**src/rtl/issue_controller_if.sv**
```systemverilog
// Decode-to-issue handshake bundle: one decoded instruction offered per cycle.
//   in_valid        decode offers an instruction
//   in_ready        issue controller accepts it this cycle
//   in_rs1/in_rs2   source register indices
//   in_use1/in_use2 source actually read by the instruction
//   in_rd, in_wr    destination index and write enable (rd==0 never writes)
//   in_unit         target functional unit (0 ALU, 1 MEM, 2 MUL, 3 DIV)
interface issue_controller_if;
  localparam int unsigned REG_W  = 5;
  localparam int unsigned UNIT_W = 2;

  logic              in_valid;
  logic              in_ready;
  logic [REG_W-1:0]  in_rs1;
  logic [REG_W-1:0]  in_rs2;
  logic              in_use1;
  logic              in_use2;
  logic [REG_W-1:0]  in_rd;
  logic              in_wr;
  logic [UNIT_W-1:0] in_unit;

  // Decode side drives the instruction, the controller answers with ready.
  modport master (
    output in_valid, in_rs1, in_rs2, in_use1, in_use2, in_rd, in_wr, in_unit,
    input  in_ready
  );

  modport slave (
    input  in_valid, in_rs1, in_rs2, in_use1, in_use2, in_rd, in_wr, in_unit,
    output in_ready
  );
endinterface

```
**src/rtl/issue_controller.sv**
```systemverilog
// Issue-stage sequencer between decode and the register scoreboard.
// Holds one decoded instruction, blocks it on RAW hazards, write-back port
// collisions and a busy divider, then issues it and claims rd.
// Ports:
//   clock, reset                 clock and synchronous active-high reset
//   dec (slave)                  decode handshake, see issue_controller_if
//   flush                        discard the held instruction
//   ass1_addr/ass2_addr          scoreboard lookup addresses (held rs1/rs2)
//   ass{1,2}_pending/unit/row    scoreboard lookup results
//   writeaddr, registerunit      rd and its unit for the scoreboard claim
//   enablewrite                  scoreboard claim strobe
//   issue, issue_unit            held instruction leaves to its unit
//   fwd1/fwd2                    {valid, unit} operand bypass selects
//   stall                        held instruction blocked this cycle
//   stall_cycles                 saturating count of stalled cycles
module issue_controller #(
  parameter int unsigned LAT_ALU  = 1,
  parameter int unsigned LAT_MEM  = 3,
  parameter int unsigned LAT_MUL  = 3,
  parameter int unsigned LAT_DIV  = 5,
  parameter int unsigned WB_DEPTH = 8
) (
  input  logic                 clock,
  input  logic                 reset,
  issue_controller_if.slave    dec,
  input  logic                 flush,
  output logic [4:0]           ass1_addr,
  output logic [4:0]           ass2_addr,
  input  logic                 ass1_pending,
  input  logic                 ass2_pending,
  input  logic [1:0]           ass1_unit,
  input  logic [1:0]           ass2_unit,
  input  logic [4:0]           ass1_row,
  input  logic [4:0]           ass2_row,
  output logic [4:0]           writeaddr,
  output logic [1:0]           registerunit,
  output logic                 enablewrite,
  output logic                 issue,
  output logic [1:0]           issue_unit,
  output logic [2:0]           fwd1,
  output logic [2:0]           fwd2,
  output logic                 stall,
  output logic [15:0]          stall_cycles
);

  localparam int unsigned REG_W  = 5;
  localparam int unsigned UNIT_W = 2;
  localparam int unsigned CNT_W  = 16;
  localparam int unsigned SLOT_W = $clog2(WB_DEPTH);
  localparam int unsigned DIV_W  = $clog2(LAT_DIV + 1);

  // Scoreboard row one-hot 00001 means the producer sits in its final stage.
  localparam logic [REG_W-1:0] ROW_FINAL = 5'b00001;
  localparam logic [UNIT_W-1:0] UNIT_DIV = 2'd3;

  typedef enum logic {
    S_EMPTY = 1'b0,
    S_HELD  = 1'b1
  } state_t;

  state_t               state_q, state_d;
  logic [REG_W-1:0]     h_rs1, h_rs2, h_rd;
  logic                 h_use1, h_use2, h_wr;
  logic [UNIT_W-1:0]    h_unit;
  logic [WB_DEPTH-1:0]  wb_slot, wb_shift, wb_next;
  logic [DIV_W-1:0]     div_cnt, div_cnt_next;
  logic [CNT_W-1:0]     stall_next;
  logic [SLOT_W-1:0]    slot_idx;
  logic                 div_busy, writes_rd, hold, haz1, haz2, struct_blk;
  logic                 ready, accept;

  // Hazard evaluation, issue decision and combinational outputs.
  always_comb begin
    slot_idx = SLOT_W'(LAT_ALU - 1);
    case (h_unit)
      2'd0: slot_idx = SLOT_W'(LAT_ALU - 1);
      2'd1: slot_idx = SLOT_W'(LAT_MEM - 1);
      2'd2: slot_idx = SLOT_W'(LAT_MUL - 1);
      2'd3: slot_idx = SLOT_W'(LAT_DIV - 1);
      default: slot_idx = SLOT_W'(LAT_ALU - 1);
    endcase

    // The reservation vector is checked after this cycle's shift, so bit
    // LAT-1 of the shifted view is the slot an issue now would land in.
    wb_shift   = wb_slot >> 1;
    div_busy   = (div_cnt != '0);
    writes_rd  = h_wr & (h_rd != '0);
    hold       = (state_q == S_HELD) & ~flush;

    haz1       = h_use1 & ass1_pending & (ass1_row != ROW_FINAL);
    haz2       = h_use2 & ass2_pending & (ass2_row != ROW_FINAL);
    struct_blk = (writes_rd & wb_shift[slot_idx]) | ((h_unit == UNIT_DIV) & div_busy);

    issue       = hold & ~haz1 & ~haz2 & ~struct_blk;
    stall       = hold & ~issue;
    enablewrite = issue & writes_rd;
    ready       = ((state_q == S_EMPTY) | issue) & ~flush;
    accept      = dec.in_valid & ready;

    fwd1 = '0;
    fwd2 = '0;
    if ((state_q == S_HELD) & h_use1 & ass1_pending & (ass1_row == ROW_FINAL))
      fwd1 = {1'b1, ass1_unit};
    if ((state_q == S_HELD) & h_use2 & ass2_pending & (ass2_row == ROW_FINAL))
      fwd2 = {1'b1, ass2_unit};

    dec.in_ready = ready;
    ass1_addr    = h_rs1;
    ass2_addr    = h_rs2;
    writeaddr    = h_rd;
    registerunit = h_unit;
    issue_unit   = h_unit;
  end

  // Next-state and resource bookkeeping.
  always_comb begin
    state_d      = state_q;
    wb_next      = wb_shift;
    div_cnt_next = div_cnt;
    stall_next   = stall_cycles;

    case (state_q)
      S_EMPTY: if (accept) state_d = S_HELD;
      S_HELD: begin
        if (flush)      state_d = S_EMPTY;
        else if (issue) state_d = accept ? S_HELD : S_EMPTY;
      end
      default: state_d = S_EMPTY;
    endcase

    if (enablewrite)
      wb_next = wb_shift | (WB_DEPTH'(1) << slot_idx);

    if (issue & (h_unit == UNIT_DIV))
      div_cnt_next = DIV_W'(LAT_DIV - 1);
    else if (div_busy)
      div_cnt_next = div_cnt - DIV_W'(1);

    if (stall & (stall_cycles != '1))
      stall_next = stall_cycles + CNT_W'(1);
  end

  // State, held instruction and counters.
  always_ff @(posedge clock) begin
    if (reset) begin
      state_q      <= S_EMPTY;
      wb_slot      <= '0;
      div_cnt      <= '0;
      stall_cycles <= '0;
      h_rs1        <= '0;
      h_rs2        <= '0;
      h_rd         <= '0;
      h_use1       <= 1'b0;
      h_use2       <= 1'b0;
      h_wr         <= 1'b0;
      h_unit       <= '0;
    end else begin
      state_q      <= state_d;
      wb_slot      <= wb_next;
      div_cnt      <= div_cnt_next;
      stall_cycles <= stall_next;
      if (accept) begin
        h_rs1  <= dec.in_rs1;
        h_rs2  <= dec.in_rs2;
        h_rd   <= dec.in_rd;
        h_use1 <= dec.in_use1;
        h_use2 <= dec.in_use2;
        h_wr   <= dec.in_wr;
        h_unit <= dec.in_unit;
      end
    end
  end

endmodule
```
**src/flat_wrapper.sv**
```systemverilog
// flat-port wrapper written by rule: the top's interface ports become plain ports
module issue_controller_flat 
#(
  parameter int unsigned LAT_ALU  = 1,
  parameter int unsigned LAT_MEM  = 3,
  parameter int unsigned LAT_MUL  = 3,
  parameter int unsigned LAT_DIV  = 5,
  parameter int unsigned WB_DEPTH = 8
)
  (clock, reset, flush, ass1_addr, ass2_addr, ass1_pending, ass2_pending, ass1_unit, ass2_unit, ass1_row, ass2_row, writeaddr, registerunit, enablewrite, issue, issue_unit, fwd1, fwd2, stall, stall_cycles, dec_in_valid, dec_in_rs1, dec_in_rs2, dec_in_use1, dec_in_use2, dec_in_rd, dec_in_wr, dec_in_unit, dec_in_ready);
  issue_controller_if dec_i ();
  input  logic clock;
  input  logic reset;
  input  logic flush;
  output logic [4:0] ass1_addr;
  output logic [4:0] ass2_addr;
  input  logic ass1_pending;
  input  logic ass2_pending;
  input  logic [1:0] ass1_unit;
  input  logic [1:0] ass2_unit;
  input  logic [4:0] ass1_row;
  input  logic [4:0] ass2_row;
  output logic [4:0] writeaddr;
  output logic [1:0] registerunit;
  output logic enablewrite;
  output logic issue;
  output logic [1:0] issue_unit;
  output logic [2:0] fwd1;
  output logic [2:0] fwd2;
  output logic stall;
  output logic [15:0] stall_cycles;
  input wire logic [$bits(dec_i.in_valid)-1:0] dec_in_valid;
  input wire logic [$bits(dec_i.in_rs1)-1:0] dec_in_rs1;
  input wire logic [$bits(dec_i.in_rs2)-1:0] dec_in_rs2;
  input wire logic [$bits(dec_i.in_use1)-1:0] dec_in_use1;
  input wire logic [$bits(dec_i.in_use2)-1:0] dec_in_use2;
  input wire logic [$bits(dec_i.in_rd)-1:0] dec_in_rd;
  input wire logic [$bits(dec_i.in_wr)-1:0] dec_in_wr;
  input wire logic [$bits(dec_i.in_unit)-1:0] dec_in_unit;
  output wire logic [$bits(dec_i.in_ready)-1:0] dec_in_ready;
  assign dec_i.in_valid = dec_in_valid;
  assign dec_i.in_rs1 = dec_in_rs1;
  assign dec_i.in_rs2 = dec_in_rs2;
  assign dec_i.in_use1 = dec_in_use1;
  assign dec_i.in_use2 = dec_in_use2;
  assign dec_i.in_rd = dec_in_rd;
  assign dec_i.in_wr = dec_in_wr;
  assign dec_i.in_unit = dec_in_unit;
  assign dec_in_ready = dec_i.in_ready;
  issue_controller #(.LAT_ALU(LAT_ALU), .LAT_MEM(LAT_MEM), .LAT_MUL(LAT_MUL), .LAT_DIV(LAT_DIV), .WB_DEPTH(WB_DEPTH)) u_core (.clock(clock), .reset(reset), .dec(dec_i), .flush(flush), .ass1_addr(ass1_addr), .ass2_addr(ass2_addr), .ass1_pending(ass1_pending), .ass2_pending(ass2_pending), .ass1_unit(ass1_unit), .ass2_unit(ass2_unit), .ass1_row(ass1_row), .ass2_row(ass2_row), .writeaddr(writeaddr), .registerunit(registerunit), .enablewrite(enablewrite), .issue(issue), .issue_unit(issue_unit), .fwd1(fwd1), .fwd2(fwd2), .stall(stall), .stall_cycles(stall_cycles));
endmodule
```
**config.mk**
```make
export PLATFORM = sky130hd
export DESIGN_NAME = issue_controller_flat
export DESIGN_NICKNAME = d
export VERILOG_FILES = /design/src/rtl/issue_controller_if.sv /design/src/rtl/issue_controller.sv /design/src/flat_wrapper.sv
export SDC_FILE = /design/constraint.sdc
export NUM_CORES = 1
export LEC_CHECK = 0
export BUFFER_PORTS_ARGS = -buffer_cell sky130_fd_sc_hd__buf_2
export CELL_PAD_IN_SITES_DETAIL_PLACEMENT = 0
export CELL_PAD_IN_SITES_GLOBAL_PLACEMENT = 1
export CORE_ASPECT_RATIO = 1.75
export CORE_UTILIZATION = 37
export CTS_CLUSTER_DIAMETER = 60
export DETAILED_ROUTE_END_ITERATION = 7
export PLACE_DENSITY = 0.95
export SETUP_SLACK_MARGIN = 0.2
export SYNTH_ARGS = -nofsm -noshare
export SYNTH_HDL_FRONTEND = slang
export SYNTH_SLANG_ARGS = --single-unit
```
**constraint.sdc**
```tcl
create_clock -name clock -period 6.1 [get_ports clock]
set_clock_uncertainty 0.2 [all_clocks]
set_input_delay 0 -clock clock [delete_from_list [all_inputs] [get_ports clock]]
set_output_delay 0 -clock clock [all_outputs]
set_load 0.005 [all_outputs]
```
==> metrics.cfg <==
[cts]
cts_resized=0
cts.sinks=46
cts_buffers=5
clk_pin_slew_ps=80
cts_max_level=2
cts_tree=done
cts-root-buf=clkbuf_8
cts.path.max_buffers=2
post-cts-setup-buffers=0
worstSkewPairLatency_ps=290

[placement]
dpl-instance-area_um2=2580
gp_congestion=0.745
dp_hpwl_um=3730
port-buffer-count=84
placedCellCount=382
place_ws_ps=3400

[timing]
finalCriticalPeriod_ps=2810
tns_ps=0
relSlewSlack=0.359
finalCritPeriodShare=0.460
max_freq_mhz=356
setup_slack_ps=3290
rsz0062_at_grt=no
whs_ps=69.6
tightest_slew_ps=956
hold_viol=0
setup_violations=0
report.final.slew_viol_count=0

[synthesis]
yosys.cell_types.count=44
syn_area_um2=2120
synth_cells=233
synth_nets=278
synth_ff_type=dfxtp_1
synth-seq-cells=46
synth_edf_count=0
ys_warn_count=0
syn_avg_cell_area_um2=9.09
async_flop_share=0
seq_area_frac_synth=0.435

[run]
drv_cap=0

[worst_setup_path]
endpoint=u_core.state_q
r2r_start=u_core.div_cnt[0]
cp-end-kind=flip-flop
reg2regPathDepth=9
critPathLaunch=flush
crit_required_ps=6080
crit_path_max_fanout=9
worstReg2RegEnd=u_core.state_q
r2r_setup_slack_ps=3300
startpoint_type=input pin
arrival_ps=2790
path_class=input pin to flip-flop

[floorplanning]
initial_core_util=0.382
std_cell_rows=36
die_area_um2=6040
die_x_um=59.2
fp.dieH_um=102
io_pins=85
coreArea_um2=5540

[finish]
antenna_cells=0
finalInstanceArea_um2=2910
fillerInstances=518
finalNonFillerCells=412
fin_nets=380
area_growth_pct=37.5
drive_gt1_frac=0.292
postLayoutCoreUtil=0.526

[routing]
ant_nets=0
wirelength_um=5190
vias_per_cell=4.96
num_vias=2044
wl_per_cell_um=12.6
drc_errors=0
drt_iter0_drc=83
firstDrtPassIters=4

[power]
power_uw=656
peakVddDrop_v=0.000166
p_per_area_nw_per_um2=225
leakage_nw=1.30

[global_route]
grt_overflow_total=0
grt_max_degree=48
antenna_found_initial=0
grt_first_pass_wirelength_um=8150
grt_pass1_vias=1852
grt.total_usage=0.175

[min_path]
hold_path.class=input pin to output port

[outcome]
status=complete, no violations

kinds of logic (layout without fill, tap and decap cells):
group | Yosys count | after routing | share of synthesized area
buffers and inverters | 19 | 122 | 0.0455
AO/OA/AOI/OAI | 38 | 38 | 0.119
adder cells (fa/ha/maj) | 5 | 5 | 0.0296
multiplexers | 25 | 25 | 0.121
AND/OR/NAND/NOR | 97 | 97 | 0.238
XOR/XNOR | 3 | 3 | 0.0124
flip-flops | 46 | 46 | 0.435
cells in the mapped netlist, types with 2 or more instances:
master | n | area [um2]
inv_1 | 6 | 22.5
ha_1 | 5 | 62.6
o21ai_0 | 6 | 30.0
clkbuf_1 | 5 | 18.8
dfxtp_1 | 46 | 921
nor2b_1 | 4 | 25.0
nor4_1 | 4 | 25.0
a21oi_1 | 17 | 85.1
mux2i_1 | 23 | 230
xor2_1 | 2 | 17.5
buf_4 | 4 | 30.0
nand4_1 | 3 | 18.8
nor2_1 | 35 | 131
and2_1 | 4 | 25.0
nor3_1 | 3 | 15.0
nand2_1 | 11 | 41.3
nand2b_1 | 4 | 25.0
or4_1 | 5 | 37.5
nand3_1 | 7 | 35.0
buf_2 | 2 | 10.0
or3_1 | 6 | 37.5
and4_1 | 4 | 35.0
o31ai_1 | 4 | 30.0
and3_1 | 3 | 18.8
layout make-up:
type | instances | area (um2) | area share
Clock inverter | 2 | 37.5 | 0.0129
Clock buffer | 6 | 72.6 | 0.0249
Sequential cell | 46 | 921 | 0.316
Multi-Input combinational cell | 168 | 1110 | 0.382
Tap cell | 76 | 95.1 | 0.0327
Timing Repair Buffer | 107 | 648 | 0.223
Inverter | 7 | 26.3 | 0.00902
repair_timing:
| action | CTS | global route |
|---|---|---|
| endpoints found under the setup margin | 0 | 0 |
| hold buffers | 22 | 0 |
| endpoints found under the hold margin | 21 | 0 |
critical path: stages:
cell	delay (ps)
dlygate4sd3_1	530
buf_2	160
nand2b_1	300
a21oi_1	200
o221ai_1	320
or2_1	430
a21oi_1	180
nor3_1	70
dlygate4sd3_1	610
power breakdown:
group	internal (mW)	switching, mW
clock	0.122	0.0992
sequential	0.316	0.0107
combinational	0.0571	0.0506
how the worst min path moves through the flow:
stage                        startpoint                  end  slack, ps  cells after the start
after floorplan                   flush         dec_in_ready       -170                      1
after global placement     dec_in_rd[0]  u_core.writeaddr[0]         30                      3
after detailed placement  dec_in_rs2[1]  u_core.ass2_addr[1]         40                      3
after CTS                  ass2_unit[0]              fwd2[0]         70                      3
after global routing       ass2_unit[1]              fwd2[1]         90                      3
final                      ass2_unit[0]              fwd2[0]         70                      3
sequential cells by signal (all words and copies together) (netlist names):
signal,cells
u_core.ass1_addr,5
u_core.issue_unit,2
u_core.writeaddr,5
u_core.state_q,1
u_core.wb_slot,6
u_core.stall_cycles,16
u_core.h_use2,1
u_core.h_wr,1
u_core.h_use1,1
u_core.ass2_addr,5
u_core.div_cnt,3
layout by cell type, fill, tap and decap left out, drive strengths merged, types with 5 or more instances in the layout:
cell type,count
buf,85
dfxtp,46
nor2,35
mux2i,23
dlygate4sd3,22
a21oi,17
nand2,11
o21ai,8
nand3,7
inv,7
or3,6
clkbuf,6
or4,5
ha,5
per-layer routing:
metal | up-vias | track usage | routed length (um)
met4 | 0 | 0.0549 | 56
met3 | 6 | 0.0329 | 222
met1 | 951 | 0.184 | 2060
li1 | 1031 | - | -
met2 | 56 | 0.335 | 2850
met5 | - | 0 | 0
Power figures use the tool's default switching activity.
